==> config.mk <==
export PLATFORM = sky130hd
export DESIGN_NAME = ram_sdp_clr
export DESIGN_NICKNAME = d
export VERILOG_FILES = /design/src/rtl/ram_sdp_clr.sv
export SDC_FILE = /design/constraint.sdc
export NUM_CORES = 1
export LEC_CHECK = 0
export CAP_MARGIN = 20
export CELL_PAD_IN_SITES_DETAIL_PLACEMENT = 0
export CELL_PAD_IN_SITES_GLOBAL_PLACEMENT = 1
export CORE_MARGIN = 1.5
export CORE_UTILIZATION = 49
export DETAILED_ROUTE_END_ITERATION = 8
export DONT_BUFFER_PORTS = 1
export PLACE_DENSITY_LB_ADDON = 0.1
export SLEW_MARGIN = 10
export SYNTH_ARGS = -nofsm -noshare
export SYNTH_HDL_FRONTEND = slang
export SYNTH_SLANG_ARGS = --single-unit
==> constraint.sdc <==
create_clock -name clk -period 2 [get_ports clk]
set_input_delay 0 -clock clk [delete_from_list [all_inputs] [get_ports clk]]
set_output_delay 0 -clock clk [all_outputs]
set_load 0.02 [all_outputs]
==> src/rtl/ram_sdp_clr.sv <==
// Single-clock simple-dual-port RAM with byte enables, registered read and a clear FSM.
// Optional per-lane even parity storage and checking is enabled by defining RAM_PARITY_EN.
module ram_sdp_clr #(
    parameter int D_WIDTH  = 16,
    parameter int A_WIDTH  = 4,
    parameter int DEPTH    = 16,
    parameter int RDW_MODE = 0,
    parameter int BE_WIDTH = D_WIDTH / 8
) (
    input  logic                clk,
    input  logic                rst_n,
    input  logic                init_req,
    output logic                init_busy,
    input  logic                wr_en,
    input  logic [A_WIDTH-1:0]  wr_addr,
    input  logic [BE_WIDTH-1:0] wr_be,
    input  logic [D_WIDTH-1:0]  wr_data,
    input  logic                rd_en,
    input  logic [A_WIDTH-1:0]  rd_addr,
    output logic [D_WIDTH-1:0]  rd_data,
    output logic                rd_valid
`ifdef RAM_PARITY_EN
    ,
    input  logic                wr_par_inv,
    output logic                rd_perr
`endif
);

    typedef enum logic {ST_CLEAR = 1'b0, ST_IDLE = 1'b1} state_t;

    localparam logic [A_WIDTH:0]   DEPTH_W   = (A_WIDTH + 1)'(DEPTH);
    localparam logic [A_WIDTH-1:0] LAST_ADDR = A_WIDTH'(DEPTH - 1);
    localparam logic               RDW_NEW   = (RDW_MODE == 32'sd1);

    function automatic logic [BE_WIDTH-1:0] lane_parity(input logic [D_WIDTH-1:0] data);
        logic [BE_WIDTH-1:0] par;
        par = '0;
        for (int i = 0; i < BE_WIDTH; i++) begin
            par[i] = ^data[8*i +: 8];
        end
        return par;
    endfunction

    state_t               state_q, state_d;
    logic [A_WIDTH-1:0]   cnt_q, cnt_d;
    logic                 busy_q, busy_d;
    logic [D_WIDTH-1:0]   rd_data_q, rd_data_d;
    logic                 rd_valid_q, rd_valid_d;
    logic [D_WIDTH-1:0]   mem_q [DEPTH];

    logic                 idle_s;
    logic                 wr_in_range_s;
    logic                 rd_in_range_s;
    logic                 bypass_s;
    logic                 mem_we_s;
    logic [A_WIDTH-1:0]   mem_addr_s;
    logic [BE_WIDTH-1:0]  mem_be_s;
    logic [D_WIDTH-1:0]   mem_wdata_s;
    logic [D_WIDTH-1:0]   rd_old_s;
    logic [D_WIDTH-1:0]   rd_word_s;

`ifdef RAM_PARITY_EN
    logic [BE_WIDTH-1:0]  par_q [DEPTH];
    logic [BE_WIDTH-1:0]  par_wdata_s;
    logic [BE_WIDTH-1:0]  par_new_s;
    logic [BE_WIDTH-1:0]  rd_par_old_s;
    logic [BE_WIDTH-1:0]  rd_par_s;
    logic                 rd_perr_q, rd_perr_d;
`endif

    assign idle_s        = (state_q == ST_IDLE);
    assign wr_in_range_s = ({1'b0, wr_addr} < DEPTH_W);
    assign rd_in_range_s = ({1'b0, rd_addr} < DEPTH_W);
    assign bypass_s      = RDW_NEW && idle_s && wr_en && wr_in_range_s && (wr_addr == rd_addr);

    // Clear sequencer: walks cnt over every word, then parks in IDLE until init_req.
    always_comb begin
        state_d = state_q;
        cnt_d   = cnt_q;
        busy_d  = busy_q;
        case (state_q)
            ST_CLEAR: begin
                if (cnt_q == LAST_ADDR) begin
                    state_d = ST_IDLE;
                    cnt_d   = '0;
                    busy_d  = 1'b0;
                end else begin
                    cnt_d   = cnt_q + A_WIDTH'(1'b1);
                end
            end
            ST_IDLE: begin
                if (init_req) begin
                    state_d = ST_CLEAR;
                    cnt_d   = '0;
                    busy_d  = 1'b1;
                end else begin
                    busy_d  = 1'b0;
                end
            end
            default: begin
                state_d = ST_CLEAR;
                cnt_d   = '0;
                busy_d  = 1'b1;
            end
        endcase
    end

    // Write-port mux: the clear sequence owns the array while it runs.
    always_comb begin
        mem_addr_s  = wr_addr;
        mem_be_s    = wr_be;
        mem_wdata_s = wr_data;
        if (!idle_s) begin
            mem_we_s    = 1'b1;
            mem_addr_s  = cnt_q;
            mem_be_s    = '1;
            mem_wdata_s = '0;
        end else begin
            mem_we_s    = wr_en && wr_in_range_s;
        end
    end

    // Byte-lane array write; the array has no reset, the clear sequence rewrites it.
    always_ff @(posedge clk) begin
        for (int i = 0; i < BE_WIDTH; i++) begin
            if (mem_we_s && mem_be_s[i]) begin
                mem_q[mem_addr_s][8*i +: 8] <= mem_wdata_s[8*i +: 8];
            end
        end
    end

    // Read word with optional same-address bypass of the lanes being written.
    always_comb begin
        rd_old_s  = rd_in_range_s ? mem_q[rd_addr] : '0;
        rd_word_s = rd_old_s;
        for (int i = 0; i < BE_WIDTH; i++) begin
            if (bypass_s && wr_be[i]) begin
                rd_word_s[8*i +: 8] = wr_data[8*i +: 8];
            end else begin
                rd_word_s[8*i +: 8] = rd_old_s[8*i +: 8];
            end
        end
        rd_valid_d = rd_en && idle_s;
        rd_data_d  = (rd_en && idle_s) ? rd_word_s : rd_data_q;
    end

`ifdef RAM_PARITY_EN
    assign par_new_s   = lane_parity(wr_data) ^ {BE_WIDTH{wr_par_inv}};
    assign par_wdata_s = idle_s ? par_new_s : '0;

    // Parity array write, lane-aligned with the data write.
    always_ff @(posedge clk) begin
        for (int i = 0; i < BE_WIDTH; i++) begin
            if (mem_we_s && mem_be_s[i]) begin
                par_q[mem_addr_s][i] <= par_wdata_s[i];
            end
        end
    end

    // Parity check on the word being returned, bypassed lanes use the parity being stored.
    always_comb begin
        rd_par_old_s = rd_in_range_s ? par_q[rd_addr] : '0;
        rd_par_s     = rd_par_old_s;
        for (int i = 0; i < BE_WIDTH; i++) begin
            if (bypass_s && wr_be[i]) begin
                rd_par_s[i] = par_new_s[i];
            end else begin
                rd_par_s[i] = rd_par_old_s[i];
            end
        end
        rd_perr_d = (rd_en && idle_s) ? |(lane_parity(rd_word_s) ^ rd_par_s) : rd_perr_q;
    end

    // Parity error flag register.
    always_ff @(posedge clk or negedge rst_n) begin
        if (!rst_n) begin
            rd_perr_q <= 1'b0;
        end else begin
            rd_perr_q <= rd_perr_d;
        end
    end

    assign rd_perr = rd_perr_q;
`endif

    // Control and read-output registers.
    always_ff @(posedge clk or negedge rst_n) begin
        if (!rst_n) begin
            state_q    <= ST_CLEAR;
            cnt_q      <= '0;
            busy_q     <= 1'b1;
            rd_data_q  <= '0;
            rd_valid_q <= 1'b0;
        end else begin
            state_q    <= state_d;
            cnt_q      <= cnt_d;
            busy_q     <= busy_d;
            rd_data_q  <= rd_data_d;
            rd_valid_q <= rd_valid_d;
        end
    end

    assign init_busy = busy_q;
    assign rd_data   = rd_data_q;
    assign rd_valid  = rd_valid_q;

endmodule

==> metrics <==
IO Pins=49; max-slew violations=0; ordered list of cells on the worst path=buf_4 > inv_2 > a21oi_1 > buf_4 > nor2_1; hpwl dp=16.33 mm; number of vias per cell=5.833; DRT antenna net count=0; Root Buffer=clkbuf_16; Crit path required time=2.16 ns; share of the synthesized area in the top cell type=0.6885; status=finished, violations left; area delta synth->final=16.33%; Worst Setup End Kind=flip-flop; failing checks=negative hold slack; Post-Layout Cell Count=about 1100; number of diodes=0; Port Buffer Count=0; distinct cell type count after synthesis=35; period utilisation layout=0.9902; Post-Synth Adder-Cell Area=0.001121; Mapped Cells=700; Fin Hold WS=-0.02068 ns; vias in the first global route=roughly 6300; CTS max path bufs=3; relative slew slack=0.4407; Max-cap violations=0; RSZ-0062 raised after global routing=yes; post-CTS setup buffers=0; worst skew pair latency=approximately 0.54 ns; yosys warns=0; EDFF count, synth=between 200 and 300; Clock Sinks=about 280; drt first pass iters=5; Vias=around 6300; CP Max Fanout=13; mux contribution to synthesized area=0.1156; first-pass GRT wire length=between 40 and 50 mm; part of the Yosys area used for sequential elements=0.7401; fin crit period=around 2.0 ns; P_int=approximately 12 mW; most common cell type on the critical path=buf_4; total power=~17 mW; top cells by area, synth=edfxtp_1 (69%), mux2i_1 (12%), dfrtp_1 (4.9%), a22oi_1 (3.2%), nand2_1 (2.1%); DRC Markers=0; largest net degree at the start of global routing=79; count leader, synth=edfxtp_1; initial antenna violation count=0; DIE AREA=0.02370 mm2; CTS tree=yes; Clock power frac=0.319; DIE HEIGHT=154.0 um; grt total ovfl=0; sequential fraction of design power=0.499; Final Hold Vio Count=18; LEAKAGE=4.775 nW; chip width=between 150 and 200 um; final layout net count=798; Async SR Flop Fraction=0.08244; Main synth FF type=edfxtp_1; CP startpoint kind=flip-flop; synthesized area=0.01117 mm2; largest family of logic cells by synthesized area=multiplexers; Post-synth top cells=edfxtp_1 (256), mux2i_1 (129), nand2_1 (62), a22oi_1 (48), nor2_1 (38); gpl congestion=roughly 0.8; Critical Path Max Stage Delay=roughly 0.60 ns; Comb pwr share=0.182; Initial DRC Count=~560; Synth Area in Simple Gates=0.07385; Site Rows=55; Worst-path clk slew=0.06 ns; Critical Path Slowest Stage Cell=nor2_1; switching power=about 4.7 mW; dominant cell type by area after synthesis=edfxtp_1; setup slack after layout=roughly 0.02 ns; fill count=about 1700; Compound-Gate Fraction of Synth Area=0.04572; placed cell area=roughly 0.012 mm2; Post-Synth XOR/XNOR Area=0.0007844; total routed wirelength=roughly 27 mm; WP buf/inv=3; dpl ws=-0.09152 ns; # setup viols final=0; Routed WL per cell=approximately 25 um; Finished Cell Area=0.01299 mm2; worst hold path class=input pin to flip-flop; Post-Syn Nets=~730; Setup Skew=about 0.012 ns; Worst-Margin Slew=approximately 0.84 ns; setup_tns=0 ns; Core ar.=between 0.02 and 0.025 mm2; PD cells=~1300 mW/mm2; CP delay by family, top=simple AND/OR/NAND/NOR gates; GR Util All Layers=0.2315; htree depth=1; kind of critical path=flip-flop to flip-flop; ratio of cells with drive above 1 in the final layout=0.1485; placed insts=around 1000; sw frac=0.2756; Initial Utilization=0.4962; cts bufs inserted=28; fmax=between 500 and 600 MHz; Post-Syn Area per Cell=between 15 and 20 um2; Max VDD drop=between 0.7 and 0.8 mV; #FFs+latches synth=about 280; Worst Path Arrival=approximately 2.1 ns
stage by stage:
| step | hold WS [ns] | utilization |
|---|---|---|
| floorplan | -0.2956 | - |
| global placement | -0.2936 | 0.5179 |
| detailed placement | -0.2936 | 0.5179 |
| CTS | 0.001709 | 0.5779 |
| global route | 0.01054 | 0.5772 |
| finish | -0.02068 | 0.5772 |
path summary, 6_finish.rpt:
| kind | start | end | slack (ns) | cells past startpoint |
|---|---|---|---|---|
| max in group asynchronous | rst_n | rd_valid | 1.80 | 3 |
| worst min register to register | init_busy | init_busy | 0.54 | 2 |
| worst min-delay path | rd_en | rd_data[15] | -0.02 | 4 |
| min in group asynchronous | rst_n | cnt_q[2] | 0.02 | 3 |
| worst max register to register | idle_s | mem_q[15][2] | 0.02 | 5 |
| worst max-delay path | idle_s | mem_q[15][2] | 0.02 | 5 |
layout by cell type, fill, tap and decap left out, types with 3 or more instances in the layout:
master and n:
edfxtp_1 256, a22oi_1 48, inv_1 3, nand3_1 33, a21oi_1 4, clkbuf_16 29
nor2_2 12, dfrtp_1 21, bufinv_16 4, and2_1 18, mux2i_1 129, clkinv_1 4
clkbuf_8 5, clkinv_2 5, nor2_1 26, nand2b_1 3, nand4_1 16, a21o_1 6
dlygate4sd3_1 22, clkbuf_1 4, buf_4 46, nand2_1 62
power groups by stage:
stage | sequential [mW] | clock (mW) | combinational [mW]
floorplan | 8.50 | 0 | 1.74
global placement | 8.59 | 0 | 2.82
detailed placement | 8.63 | 0 | 2.87
CTS | 8.52 | 5.53 | 3.07
global route | 8.61 | 5.73 | 3.40
finish | 8.51 | 5.44 | 3.10
worst reg2reg max path: stages, from the launching register on:
cell,delay (ns)
dfrtp_2,0.49
buf_4,0.17
inv_2,0.05
a21oi_1,0.11
buf_4,0.18
nor2_1,0.60
sequential cells by signal, summed over array words and instances, names as in the netlist:
name,cells
idle_s,1
mem_q,256
rd_data,16
rd_valid,1
init_busy,1
cnt_q,4
routing by layer:
metal  up-vias  wire length, um  track usage
met3        34             1917      0.04538
li1       2819                -            -
met4         0              474      0.05733
met2       237            12070       0.3519
met1      3169            12290       0.3456
met5         -                0            0
layout make-up:
type	instances	area, um2	area share
Timing Repair Buffer	74	668.1	0.05144
Inverter	5	18.77	0.001445
Multi-Input combinational cell	378	2703	0.2081
Clock buffer	38	809.5	0.06233
Sequential cell	279	8265	0.6364
Tap cell	285	356.6	0.02745
Clock inverter	14	167.7	0.01291
timing repair:
action | CTS | global route
hold buffers | 32 | 1
setup endpoints to repair | 64 | 92
resized for setup | 6 | 12
hold endpoints to repair | 46 | 16
kinds of logic (layout without fill, tap and decap cells):
logic type,Yosys count,count (layout)
compound gates,69,69
fa+ha+maj,1,1
flops,279,279
buf+inv,43,131
mux,129,129
simple gates,178,178
xor+xnor,1,1
Power figures use the tool's default switching activity.
